`src/rtl/mod3_2_unfold.sv`:
```
// Overlap-add unfold decoder: subtracts the stored tail of the previous packet from the head samples.
// Optional MOD3_UNFOLD_ERR_CLEAR_EN: a packet length error also clears the stored tail.
module mod3_2_unfold #(
   parameter int packet_length = 8,
   parameter int data_width    = 8,
   parameter int config_k      = 3
) (
   input  logic                  clk,
   input  logic                  reset,
   input  logic [data_width-1:0] input_tdata,
   input  logic                  input_tvalid,
   output logic                  input_tready,
   input  logic                  input_tlast,
   output logic [data_width-1:0] output_tdata,
   output logic                  output_tvalid,
   input  logic                  output_tready,
   output logic                  output_tlast,
   output logic                  pkt_err
);

   localparam int L  = packet_length;
   localparam int K  = config_k;
   localparam int W  = data_width;
   localparam int T  = L - K;
   localparam int CW = (L > 2) ? $clog2(L) : 1;

   generate
      if (K < 1 || K > L - 1) begin : g_bad_k
         $error("config_k must satisfy 1 <= config_k <= packet_length-1");
      end
   endgenerate

   logic [W-1:0]  data_q, data_d;
   logic          valid_q, valid_d;
   logic          last_q, last_d;
   logic          err_q, err_d;
   logic [CW-1:0] n_q, n_d;
   logic [W-1:0]  tail_q [K];
   logic [W-1:0]  tail_d [K];

   logic          acc;
   logic          head;
   logic          at_end;
   logic [W-1:0]  rd;
   logic [W-1:0]  res;

   assign input_tready  = !valid_q || output_tready;
   assign acc           = input_tvalid && input_tready;
   assign output_tdata  = data_q;
   assign output_tvalid = valid_q;
   assign output_tlast  = last_q;
   assign pkt_err       = err_q;

   always_comb begin
      rd = '0;
      for (int i = 0; i < K; i++) begin
         if (n_q == CW'(i)) rd = tail_q[i];
      end
      head   = (n_q < CW'(K));
      at_end = (n_q == CW'(L - 1));
      res    = head ? (input_tdata - rd) : input_tdata;

      data_d  = data_q;
      last_d  = last_q;
      valid_d = valid_q;
      n_d     = n_q;
      err_d   = 1'b0;
      tail_d  = tail_q;

      if (acc) begin
         data_d  = res;
         last_d  = input_tlast || at_end;
         valid_d = 1'b1;
         err_d   = (input_tlast != at_end);
         n_d     = (input_tlast || at_end) ? '0 : n_q + CW'(1);
         // Tail stores recovered samples; the head read above saw old contents.
         for (int i = 0; i < K; i++) begin
            if (n_q == CW'(T + i)) tail_d[i] = res;
         end
`ifdef MOD3_UNFOLD_ERR_CLEAR_EN
         if (err_d) begin
            for (int i = 0; i < K; i++) tail_d[i] = '0;
         end
`endif
      end else if (output_tready) begin
         valid_d = 1'b0;
      end
   end

   always_ff @(posedge clk) begin
      if (reset) begin
         data_q  <= '0;
         valid_q <= 1'b0;
         last_q  <= 1'b0;
         err_q   <= 1'b0;
         n_q     <= '0;
         for (int i = 0; i < K; i++) tail_q[i] <= '0;
      end else begin
         data_q  <= data_d;
         valid_q <= valid_d;
         last_q  <= last_d;
         err_q   <= err_d;
         n_q     <= n_d;
         for (int i = 0; i < K; i++) tail_q[i] <= tail_d[i];
      end
   end

endmodule

```
`config.mk`:
```
export PLATFORM = sky130hd
export DESIGN_NAME = mod3_2_unfold
export DESIGN_NICKNAME = d
export VERILOG_FILES = /design/src/rtl/mod3_2_unfold.sv
export SDC_FILE = /design/constraint.sdc
export NUM_CORES = 1
export LEC_CHECK = 0
export BUFFER_PORTS_ARGS = -buffer_cell sky130_fd_sc_hd__buf_2
export CORE_UTILIZATION = 25
export CTS_CLUSTER_DIAMETER = 120
export DETAILED_ROUTE_END_ITERATION = 6
export SLEW_MARGIN = 25
export SYNTH_ARGS = -nofsm -noshare
export SYNTH_HDL_FRONTEND = slang
export SYNTH_SLANG_ARGS = --single-unit
```
`constraint.sdc`:
```
create_clock -name clk -period 3.28 [get_ports clk]
set_clock_uncertainty 0.05 [all_clocks]
set_input_delay 0.164 -clock clk [delete_from_list [all_inputs] [get_ports clk]]
set_output_delay 0.164 -clock clk [all_outputs]
set_load 0.05 [all_outputs]
```
==> impl_metrics.prom <==
# TYPE chip_impl_metric gauge
chip_impl_metric{name="grt.met2_usage",unit="%"} 16.2
chip_impl_metric{name="share_of_synthesized_area_occupied_by_flip_flops_and_latches",unit="%"} 38.4
chip_impl_info{name="cp-end-kind",value="register"} 1
chip_impl_metric{name="postRouteAntennaNets",unit=""} 0
chip_impl_metric{name="die_h",unit="µm"} 91.0
chip_impl_metric{name="num_vias",unit=""} 1663
chip_impl_metric{name="ir_worst_vdd",unit="µV"} 131
chip_impl_metric{name="synth.cell_area",unit="µm²"} 1980
chip_impl_info{name="slowest_stage",value="sky130_fd_sc_hd__ha_1"} 1
chip_impl_info{name="cts_tree",value="built"} 1
chip_impl_metric{name="cts_hold_buffers",unit=""} 0
chip_impl_metric{name="grtUsageMet3",unit="%"} 2.26
chip_impl_metric{name="power.density_cell_area",unit="nW/µm²"} 426
chip_impl_metric{name="yosysWarningCount",unit=""} 0
chip_impl_metric{name="row_count",unit=""} 32
chip_impl_metric{name="antenna_violations_before_repair",unit=""} 0
chip_impl_metric{name="diodes_inserted",unit=""} 0
chip_impl_info{name="grt-busiest-layer",value="met1"} 1
chip_impl_info{name="rsz0062_at_grt",value="no"} 1
chip_impl_metric{name="final-max-slew-violation-count",unit=""} 0
chip_impl_metric{name="cts.sink_count",unit=""} 38
chip_impl_metric{name="number_of_global_route_vias_before_repair",unit=""} 1561
chip_impl_metric{name="synth-seq-cells",unit=""} 38
chip_impl_metric{name="start_util",unit="%"} 25.8
chip_impl_metric{name="finalSetupTns",unit="ns"} 0
chip_impl_info{name="worst_setup_path_start_kind",value="register"} 1
chip_impl_metric{name="ios",unit=""} 25
chip_impl_metric{name="design_power_total",unit="mW"} 0.993
chip_impl_metric{name="drt_pre_antenna_iters",unit=""} 4
chip_impl_metric{name="floorplan.die.width",unit="µm"} 91.0
chip_impl_info{name="crit_chain",value="inv_1 -> ha_1 -> nor3b_4 -> buf_4 -> a22oi_1 -> nand2_1 -> o21ai_0 -> ha_1 -> a21o_1 -> a31o_2 -> a21oi_4 -> xnor2_1 -> or3_4 -> a311oi_2"} 1
chip_impl_metric{name="grt_start_max_net_pins",unit=""} 39
chip_impl_info{name="cpMostUsedCell",value="sky130_fd_sc_hd__ha_1"} 1
chip_impl_metric{name="nNetsFinal",unit=""} 284
chip_impl_metric{name="area.sequential",unit="µm²"} 762
chip_impl_metric{name="overflow",unit=""} 0
chip_impl_info{name="hold_class",value="in -> reg"} 1
chip_impl_metric{name="cts_buffers",unit=""} 5
chip_impl_metric{name="leakagePower",unit="nW"} 0.921
chip_impl_metric{name="remaining_drc_errors",unit=""} 0
chip_impl_metric{name="clockBufferDepth",unit=""} 2
chip_impl_metric{name="layout.filler_cells",unit=""} 842
chip_impl_metric{name="period_needed",unit="ns"} 3.09
chip_impl_metric{name="placed_cells_incl_taps",unit=""} 352
chip_impl_metric{name="max_cap_violations",unit=""} 0
chip_impl_metric{name="post_cts_buffers",unit=""} 0
chip_impl_metric{name="grt_use_total",unit="%"} 11.8
chip_impl_metric{name="hold_violations",unit=""} 0
chip_impl_metric{name="synth_enable_flop_cells",unit=""} 0
chip_impl_metric{name="finalSetupViolCount",unit=""} 0
chip_impl_metric{name="multi_input_area",unit="µm²"} 1130
chip_impl_info{name="clock_tree.root_cell",value="sky130_fd_sc_hd__clkbuf_8"} 1
chip_impl_metric{name="die_area",unit="µm²"} 8280
chip_impl_metric{name="aggregate_routed_wire_length",unit="mm"} 4.48
chip_impl_info{name="path_class",value="reg -> reg"} 1
chip_impl_metric{name="port-buffer-count",unit=""} 24
chip_impl_metric{name="coreArea",unit="µm²"} 7690
chip_impl_metric{name="clkSlewWorstSetupHoldPaths",unit="ns"} 0.07
chip_impl_metric{name="timing.critical_path.arrival",unit="ns"} 3.24
chip_impl_metric{name="net_count_after_synthesis",unit=""} 261
chip_impl_metric{name="timing.max_slew.rel_slack",unit="%"} 52.4
chip_impl_metric{name="post_layout_cell_count",unit=""} 360
chip_impl_metric{name="use_met1",unit="%"} 17.7
chip_impl_metric{name="dp.final_hpwl",unit="mm"} 3.37
chip_impl_metric{name="postSynth.asyncResetShare",unit="%"} 0
chip_impl_metric{name="crit_required",unit="ns"} 3.43
chip_impl_info{name="outcome",value="complete, no violations"} 1
chip_impl_metric{name="post-route-period-util",unit="%"} 94.1
chip_impl_metric{name="cts-htree-levels",unit=""} 2
chip_impl_metric{name="clock_insertion_delay_worst_skew",unit="ns"} 0.29
chip_impl_metric{name="area.growth.synth_to_final",unit="%"} 17.6
chip_impl_info{name="postSynth.topFlopCell",value="sky130_fd_sc_hd__dfxtp_1"} 1
chip_impl_metric{name="gpl.final_weighted_congestion",unit=""} 0.834
chip_impl_metric{name="detail_route.wl_per_cell",unit="µm"} 12.5
chip_impl_metric{name="critPathMaxFanout",unit=""} 7
chip_impl_metric{name="slowest_stage_delay_on_critical_path",unit="ns"} 0.36
chip_impl_metric{name="grt_first_pass_wirelength",unit="mm"} 7.71
chip_impl_metric{name="setup_ws",unit="ns"} 0.192
chip_impl_info{name="critical_path.top_delay_family",value="compound AO/OA/AOI/OAI gates"} 1
chip_impl_metric{name="post_synth.cell_area_avg",unit="µm²"} 8.46
chip_impl_metric{name="yosys_cell_types",unit=""} 39
chip_impl_metric{name="timing.fmax",unit="GHz"} 0.324
chip_impl_metric{name="1st_iter_drt_viols",unit=""} 119
chip_impl_metric{name="tightestPinTransition",unit="ns"} 0.714
chip_impl_metric{name="detail_route.vias_per_cell",unit=""} 4.62
chip_impl_metric{name="syn-instance-count",unit=""} 234
chip_impl_metric{name="post_route_cells_drive_above_1_share",unit="%"} 20.5
chip_impl_metric{name="placement.setup.worst_slack",unit="ns"} 0.0515
chip_impl_metric{name="count_of_buffering_cells_on_the_critical_path_with_inverters_included",unit=""} 2
## path summary, 6_finish.rpt
kind / start / to / slack [ns] / cells past startpoint
min reg2reg: tail_q[14] / tail_q[14] / 0.41 / 2
min: input_tvalid / output_tvalid / 0.07 / 3
max reg2reg: n_q[1] / output_tdata[7] / 0.19 / 14
max: n_q[1] / output_tdata[7] / 0.19 / 14
## stage by stage
| step | hold slack [ns] | cell area [µm²] | utilization, % |
|---|---|---|---|
| 6_report | 0.0681 | 2330 | 30.3 |
| 3_5_place_dp | 0.373 | 2220 | 28.9 |
| 5_1_grt | 0.0897 | 2330 | 30.3 |
| 2_1_floorplan | 0.243 | 1980 | - |
| 4_1_cts | 0.0565 | 2310 | 30.1 |
| 3_3_place_gp | 0.369 | 2220 | 28.9 |
## registers in the layout, summed over array words and instances (netlist names)
signal / flops
output_tdata: 8
output_tvalid: 1
tail_q: 24
pkt_err: 1
output_tlast: 1
n_q: 3
## synthesized netlist by cell type (3+ instances only)
library cell | count | area (µm²)
sky130_fd_sc_hd__dfxtp_1 | 38 | 761
sky130_fd_sc_hd__a211oi_1 | 28 | 210
sky130_fd_sc_hd__nor2b_1 | 3 | 18.8
sky130_fd_sc_hd__xnor2_1 | 3 | 26.3
sky130_fd_sc_hd__clkbuf_1 | 13 | 48.8
sky130_fd_sc_hd__inv_1 | 9 | 33.8
sky130_fd_sc_hd__and3_1 | 3 | 18.8
sky130_fd_sc_hd__nand2_1 | 16 | 60.1
sky130_fd_sc_hd__a21oi_1 | 17 | 85.1
sky130_fd_sc_hd__buf_2 | 3 | 15.0
sky130_fd_sc_hd__nor2_1 | 37 | 139
sky130_fd_sc_hd__ha_1 | 13 | 163
sky130_fd_sc_hd__nor3_1 | 3 | 15.0
sky130_fd_sc_hd__o21ai_0 | 5 | 25.0
sky130_fd_sc_hd__a22oi_1 | 7 | 52.6
sky130_fd_sc_hd__nand3_1 | 7 | 35.0
## power by group
group	leakage (nW)	switching, mW	total (mW)	internal [mW]
logic	0.564	0.122	0.183	0.0611
clock network	0.0482	0.160	0.330	0.169
registers	0.309	0.00677	0.480	0.473
## what timing repair did
item,in CTS,in global routing
endpoints found under the setup margin,0,12
hold endpoints to repair,0,0
resized for setup,0,6
## layer usage
layer | share of wire [%] | wire, µm
met3 | 4.4 | 199
met2 | 39 | 1730
met4 | 1.9 | 83
met1 | 55 | 2470
met5 | 0 | 0
## layout make-up
class | count | share of cell area [%]
Inverter | 9 | 1.45
Multi-Input combinational cell | 170 | 48.4
Timing Repair Buffer | 33 | 8.06
Clock buffer | 7 | 3.71
Tap cell | 102 | 5.48
Sequential cell | 38 | 32.7
Clock inverter | 1 | 0.215
## worst min-delay path: stages
cell                      delay [ns]
sky130_fd_sc_hd__buf_2          0.11
sky130_fd_sc_hd__inv_1          0.04
sky130_fd_sc_hd__a21oi_1        0.05
## layout by cell type, fill, tap and decap left out, types with 2 or more instances in the layout
cell | Yosys | layout
sky130_fd_sc_hd__a211oi_1 | 28 | 28
sky130_fd_sc_hd__a21o_1 | 2 | 2
sky130_fd_sc_hd__a21oi_1 | 17 | 15
sky130_fd_sc_hd__a21oi_2 | 1 | 3
sky130_fd_sc_hd__a22oi_1 | 7 | 7
sky130_fd_sc_hd__a31oi_1 | 2 | 2
sky130_fd_sc_hd__and3_1 | 3 | 3
sky130_fd_sc_hd__buf_2 | 3 | 24
sky130_fd_sc_hd__buf_4 | 0 | 9
sky130_fd_sc_hd__clkbuf_8 | 0 | 6
sky130_fd_sc_hd__dfxtp_1 | 38 | 37
sky130_fd_sc_hd__ha_1 | 13 | 13
sky130_fd_sc_hd__inv_1 | 9 | 9
sky130_fd_sc_hd__mux2i_1 | 2 | 2
sky130_fd_sc_hd__nand2_1 | 16 | 16
sky130_fd_sc_hd__nand3_1 | 7 | 7
sky130_fd_sc_hd__nand3b_1 | 2 | 2
sky130_fd_sc_hd__nor2_1 | 37 | 37
sky130_fd_sc_hd__nor2b_1 | 3 | 3
sky130_fd_sc_hd__nor3_1 | 3 | 3
sky130_fd_sc_hd__o21a_1 | 2 | 2
sky130_fd_sc_hd__o21ai_0 | 5 | 5
sky130_fd_sc_hd__xnor2_1 | 3 | 3
## cells by family after synthesis
family,synth area share [%]
AOI/OAI and AO/OA,25.6
xor gates and xnor gates,1.33
adders and majority gates,9.22
buffers and inverters,5.50
DFF,38.4
muxes,1.01
and+or+nand+nor,19.0
Power figures use the tool's default switching activity.
